<file path="src/rtl/avm_pio_mirror_pkg.sv">
// Shared FSM type, HEX count and active-low {g,f,e,d,c,b,a} segment table
// for the switch-to-LED/HEX Avalon mirror.
package avm_pio_mirror_pkg;

   typedef enum logic [1:0] {
      IDLE   = 2'd0,
      RD_SW  = 2'd1,
      WR_LED = 2'd2,
      WR_HEX = 2'd3
   } state_t;

   localparam logic [6:0]  SEG_BLANK = 7'h7F;
   localparam int unsigned NUM_HEX   = 6;

   localparam logic [6:0] SEG_TABLE [16] = '{
      7'h40, 7'h79, 7'h24, 7'h30, 7'h19, 7'h12, 7'h02, 7'h78,
      7'h00, 7'h10, 7'h08, 7'h03, 7'h46, 7'h21, 7'h06, 7'h0E
   };

endpackage

</file>
<file path="src/rtl/hex7seg_enc.sv">
// Combinational 4-bit digit to 7-segment active-low encoder.
module hex7seg_enc
   import avm_pio_mirror_pkg::*;
(
   input  logic [3:0] digit,
   output logic [6:0] seg
);

   assign seg = SEG_TABLE[digit];

endmodule

</file>
<file path="src/rtl/avm_pio_mirror.sv">
// Avalon-MM initiator polling the switch PIO and mirroring it onto LED and HEX0-5 PIOs.
// Optional macro AVM_PIO_MIRROR_CHANGE_ONLY_EN skips the writes when the switches are unchanged.
module avm_pio_mirror
   import avm_pio_mirror_pkg::*;
#(
   parameter int unsigned       ADDR_W      = 16,
   parameter logic [ADDR_W-1:0] SW_BASE     = 16'h0010,
   parameter logic [ADDR_W-1:0] LED_BASE    = 16'h0000,
   parameter logic [ADDR_W-1:0] HEX_BASE    = 16'h0020,
   parameter logic [ADDR_W-1:0] HEX_STRIDE  = 16'h0010,
   parameter int unsigned       POLL_DIV    = 50000,
   parameter int unsigned       TIMEOUT_CYC = 255
)(
   input  logic              clk_clk,
   input  logic              reset_reset_n,
   input  logic              enable,
   output logic [ADDR_W-1:0] avm_address,
   output logic              avm_read,
   output logic              avm_write,
   output logic [31:0]       avm_writedata,
   output logic [3:0]        avm_byteenable,
   input  logic [31:0]       avm_readdata,
   input  logic              avm_waitrequest,
   output logic [9:0]        sw_value,
   output logic              busy,
   output logic              err
);

   localparam int unsigned PCNT_W = (POLL_DIV > 1) ? $clog2(POLL_DIV) : 1;
   localparam int unsigned WCNT_W = (TIMEOUT_CYC > 1) ? $clog2(TIMEOUT_CYC) : 1;
   localparam logic [PCNT_W-1:0] POLL_LAST = PCNT_W'(POLL_DIV - 1);
   localparam logic [WCNT_W-1:0] WAIT_LAST = WCNT_W'(TIMEOUT_CYC - 1);
   localparam logic [2:0]        HEX_LAST  = 3'(NUM_HEX - 1);

   state_t              state;
   logic [PCNT_W-1:0]   poll_cnt;
   logic [WCNT_W-1:0]   wait_cnt;
   logic [2:0]          idx;
   logic [3:0]          digit;
   logic [6:0]          enc_seg;
   logic [6:0]          hex_seg;
   logic [ADDR_W-1:0]   hex_addr;
   logic                cmd;
   logic                accept;
   logic                stall_expired;
   logic                round_done;
   logic                skip_writes;
   logic                unused_rd;

   assign avm_byteenable = 4'hF;
   assign busy           = (state != IDLE);
   assign unused_rd      = ^avm_readdata[31:10];

   assign cmd           = avm_read | avm_write;
   assign accept        = cmd && !avm_waitrequest;
   assign stall_expired = cmd && avm_waitrequest && (wait_cnt == WAIT_LAST);
   assign round_done    = (state == WR_HEX) && accept && (idx == HEX_LAST);

   always_comb begin
      digit = 4'h0;
      case (idx)
         3'd0:    digit = sw_value[3:0];
         3'd1:    digit = sw_value[7:4];
         3'd2:    digit = {2'b00, sw_value[9:8]};
         default: digit = 4'h0;
      endcase
   end

   hex7seg_enc u_enc (
      .digit (digit),
      .seg   (enc_seg)
   );

   assign hex_seg  = (idx < 3'd3) ? enc_seg : SEG_BLANK;
   assign hex_addr = HEX_BASE + HEX_STRIDE * ADDR_W'(idx);

`ifdef AVM_PIO_MIRROR_CHANGE_ONLY_EN
   logic sw_valid;

   always_ff @(posedge clk_clk or negedge reset_reset_n) begin
      if (!reset_reset_n)
         sw_valid <= 1'b0;
      else if (stall_expired)
         sw_valid <= 1'b0;
      else if (round_done)
         sw_valid <= 1'b1;
   end

   assign skip_writes = sw_valid && (avm_readdata[9:0] == sw_value);
`else
   assign skip_writes = 1'b0;
`endif

   always_ff @(posedge clk_clk or negedge reset_reset_n) begin
      if (!reset_reset_n) begin
         state         <= IDLE;
         poll_cnt      <= '0;
         wait_cnt      <= '0;
         idx           <= '0;
         avm_read      <= 1'b0;
         avm_write     <= 1'b0;
         avm_address   <= '0;
         avm_writedata <= '0;
         sw_value      <= '0;
         err           <= 1'b0;
      end else begin
         case (state)
            IDLE: begin
               if (!enable) begin
                  poll_cnt <= '0;
               end else if (poll_cnt == POLL_LAST) begin
                  poll_cnt    <= '0;
                  state       <= RD_SW;
                  avm_read    <= 1'b1;
                  avm_address <= SW_BASE;
                  wait_cnt    <= '0;
               end else begin
                  poll_cnt <= poll_cnt + 1'b1;
               end
            end
            default: begin
               if (stall_expired) begin
                  avm_read  <= 1'b0;
                  avm_write <= 1'b0;
                  err       <= 1'b1;
                  state     <= IDLE;
               end else if (cmd && avm_waitrequest) begin
                  wait_cnt <= wait_cnt + 1'b1;
               end else if (accept) begin
                  avm_read  <= 1'b0;
                  avm_write <= 1'b0;
                  case (state)
                     RD_SW: begin
                        sw_value <= avm_readdata[9:0];
                        state    <= skip_writes ? IDLE : WR_LED;
                     end
                     WR_LED: begin
                        idx   <= '0;
                        state <= WR_HEX;
                     end
                     default: begin
                        if (idx == HEX_LAST)
                           state <= IDLE;
                        else
                           idx <= idx + 1'b1;
                     end
                  endcase
               end else begin
                  // Idle bus cycle after an acceptance: present the next command.
                  wait_cnt <= '0;
                  case (state)
                     WR_LED: begin
                        avm_write     <= 1'b1;
                        avm_address   <= LED_BASE;
                        avm_writedata <= {22'b0, sw_value};
                     end
                     WR_HEX: begin
                        avm_write     <= 1'b1;
                        avm_address   <= hex_addr;
                        avm_writedata <= {25'b0, hex_seg};
                     end
                     default: begin
                        avm_read    <= 1'b1;
                        avm_address <= SW_BASE;
                     end
                  endcase
               end
            end
         endcase
      end
   end

endmodule
</file>
<file path="config.mk">
export PLATFORM = sky130hd
export DESIGN_NAME = avm_pio_mirror
export DESIGN_NICKNAME = d
export VERILOG_FILES = /design/src/rtl/avm_pio_mirror_pkg.sv /design/src/rtl/hex7seg_enc.sv /design/src/rtl/avm_pio_mirror.sv
export SDC_FILE = /design/constraint.sdc
export NUM_CORES = 1
export LEC_CHECK = 0
export BUFFER_PORTS_ARGS = -buffer_cell sky130_fd_sc_hd__buf_4
export CORE_UTILIZATION = 49
export CTS_BUF_LIST = sky130_fd_sc_hd__clkbuf_8
export DETAILED_ROUTE_END_ITERATION = 7
export PLACE_DENSITY = 0.79
export SYNTH_ARGS = -nofsm -noshare
export SYNTH_HDL_FRONTEND = slang
export SYNTH_SLANG_ARGS = --single-unit
</file>
<file path="constraint.sdc">
create_clock -name clk_clk -period 2.8 [get_ports clk_clk]
set_clock_uncertainty 0.2 [all_clocks]
set_input_delay 0.14 -clock clk_clk [delete_from_list [all_inputs] [get_ports clk_clk]]
set_output_delay 0.14 -clock clk_clk [all_outputs]
set_load 0.01 [all_outputs]
</file>
==> reports/summary.txt <==
I/O Pins - 102
Ys Warns - 0
all-layer global routing usage - 0.217
number of fill cells - 587
status - complete, no violations
critical path's largest stage delay - 460 ps
# clock sinks - 56
CTS Buf Count - 5
crit path time final - 2610 ps
htree depth - 2
Fin Hold WS - 29.1 ps
CP Data Required Time - 2810 ps
Post-synth top cells - dfrtp_1, nand2_1, buf_4
via count - 2965
Initial Util - 0.516
Max VDD drop - 0.572 mV
share of cells above drive strength 1 - 0.208
Post-synth EDFFs - 0
Final period util - 0.933
DRC violations left - 0
Yosys cell types - 70
delay-heaviest family, CP - adder cells
Routed wire per std cell - 14.4 um
Iteration-0 DRC Markers - 196
Post-synth top flop - dfrtp_1
n_diodes - 0
Max Cap Violations - 0
Root Buffer - clkbuf_8
synthesized area per cell - 9.26 um^2
die width - 87.5 um
Seq/Total Area, Yosys - 0.391
pin count of the biggest net entering global routing - 57
global route overflow - 0
Synth top area share - 0.391
count leader, synth - dfrtp_1
Hold Path Class - input port to flip-flop
WP data arrival - 2620 ps
P&R area growth vs syn - 15.2%
Worst path slowest cell - mux4_2
leak pwr - 1.97 nW
GP Congestion - 0.861
final hold violations - 0
Area contributors post-synth - dfrtp_1, buf_4, ha_1
register bit count reported by yosys - 56
Core ar. - 6940 um^2
synthesized cell area - 3580 um^2
CP Launch Type - flip-flop
IO Port Bufs - 41
die area - 7660 um^2
Slew Limit Fails - 0
Pwr Density - 975 nW/um^2
Least-Margin Pin Slew - 694 ps
fin nets - 501
vias in the first global route - 2760
WL final - 7820 um
largest buffer count on any clock path - 2
hpwl dp - 5630 um
1st-pass router iterations - 5
maximum net fanout on the critical path - 4
FP Rows - 30
CTS tree - built
CP Cell Sequence - inv_1 > ha_1 > a222oi_1 > nor2_1 > inv_1 > ha_1 > mux4_2 > nor2_1 > nor3_1
post-route ant nets - 0
Bufs and invs on worst path - 2
RSZ-0062 raised after global routing - false
ys async rst share - 1.00
cell count after synthesis - 387
Final setup viols - 0
Max Freq - 0.383 GHz
final setup TNS - 0 ps
first-pass GRT wire length - 13100 um
clock latency on the worst-skew pair - 330 ps
Clock Pin Slew Worst Setup and Hold Paths - 90 ps
initial antenna violation count - 0
Via density - 5.46
relative slew slack - 0.538
WS Path Type - flip-flop to flip-flop
Yosys top cell by area - dfrtp_1
crit end category - flip-flop
chip height - 87.5 um
==> logic make-up (layout without fill, tap and decap cells) <==
family | count (synthesis) | in the layout | share of synthesized area
xor+xnor | 5 | 5 | 0.0122
mux | 15 | 15 | 0.0503
fa+ha+maj | 19 | 19 | 0.0664
compound gates | 86 | 86 | 0.170
flops | 56 | 56 | 0.391
simple gates | 134 | 134 | 0.188
buf+inv | 70 | 94 | 0.119
other cells | 2 | 38 | 0.00210
==> final timing paths <==
check / startpoint / endpoint / slack, ps / cells past startpoint
worst max-delay path: idx[0] / avm_writedata[3] / 190 / 9
min in group asynchronous: reset_reset_n / err / 190 / 2
worst min register to register: err / err / 270 / 1
worst min-delay path: avm_waitrequest / state[0] / 30 / 3
worst max register to register: idx[0] / avm_writedata[3] / 190 / 9
max in group asynchronous: reset_reset_n / avm_writedata[3] / 1740 / 2
==> state kept, by name, summed over array words and instances, names as in the netlist <==
| signal | count |
|---|---|
| avm_read | 1 |
| state | 2 |
| avm_writedata | 10 |
| avm_address | 4 |
| poll_cnt | 16 |
| sw_value | 10 |
| err | 1 |
| avm_write | 1 |
| wait_cnt | 8 |
| idx | 3 |
==> power by group <==
| group | switching [W] | internal (W) | total [W] |
|---|---|---|---|
| Combinational | 0.00119 | 0.000929 | 0.00212 |
| Clock | 0.000270 | 0.000293 | 0.000562 |
| Sequential | 0.000286 | 0.00106 | 0.00135 |
| Total | 0.00174 | 0.00228 | 0.00402 |
==> per-stage QoR <==
| stage | instance area [um^2] | power [W] | utilization | cells | worst slack [ps] |
|---|---|---|---|---|---|
| after floorplan | 3720 | 0.00270 | - | 423 | 234 |
| after global placement | 3880 | 0.00336 | 0.559 | 522 | 252 |
| after detailed placement | 3880 | 0.00342 | 0.559 | 522 | 194 |
| after CTS | 4120 | 0.00402 | 0.593 | 542 | 165 |
| after global routing | 4130 | 0.00434 | 0.594 | 543 | 24.9 |
| final | 4130 | 0.00402 | 0.594 | 543 | 188 |
==> what timing repair did <==
item / 4_1_cts / 5_1_grt
buffers inserted: 0 / 1
endpoints found under the hold margin: 67 / 0
hold buffers: 12 / 0
endpoints found under the setup margin: 0 / 1
gates resized for setup: 0 / 0
==> per-layer routing <==
| metal | GRT usage | routed length [um] | up-vias |
|---|---|---|---|
| met2 | 0.357 | 3740 | 138 |
| met4 | 0.0551 | 76 | 0 |
| met3 | 0.0540 | 532 | 10 |
| met5 | 0 | 0 | - |
| li1 | - | - | 1403 |
| met1 | 0.289 | 3470 | 1414 |
==> cell type report <==
type	count	area (um^2)	area share
multi-input cells	297	1890	0.457
flip-flops and latches	56	1400	0.339
repair buffers	65	518	0.125
well taps	96	120	0.0291
clock buffers	6	82.6	0.0200
inverters	21	78.8	0.0191
clock inverters	2	38.8	0.00940
==> tightest hold or removal path: cells and delay by family <==
family	cells	cell delay [ps]
buffers and inverters	1	120
AOI/OAI and AO/OA	2	250
==> placed cells by master, fill, tap and decap left out, drive strengths merged, types with 3 or more instances in the layout <==
cell	Yosys	routed
or3	3	3
a21oi	17	17
nand3	14	14
dfrtp	56	56
a31oi	11	11
a22o	3	3
mux2	11	11
conb	2	38
nand2	42	42
clkbuf	5	6
o21ai	24	24
xor2	4	4
a211oi	4	4
mux2i	3	3
nor2	34	34
inv	21	21
nor3	17	17
and3	3	3
ha	19	19
and2	4	4
buf	44	53
dlygate4sd3	0	12
nand4	3	3
No activity file was read; power rests on OpenSTA's default activity.
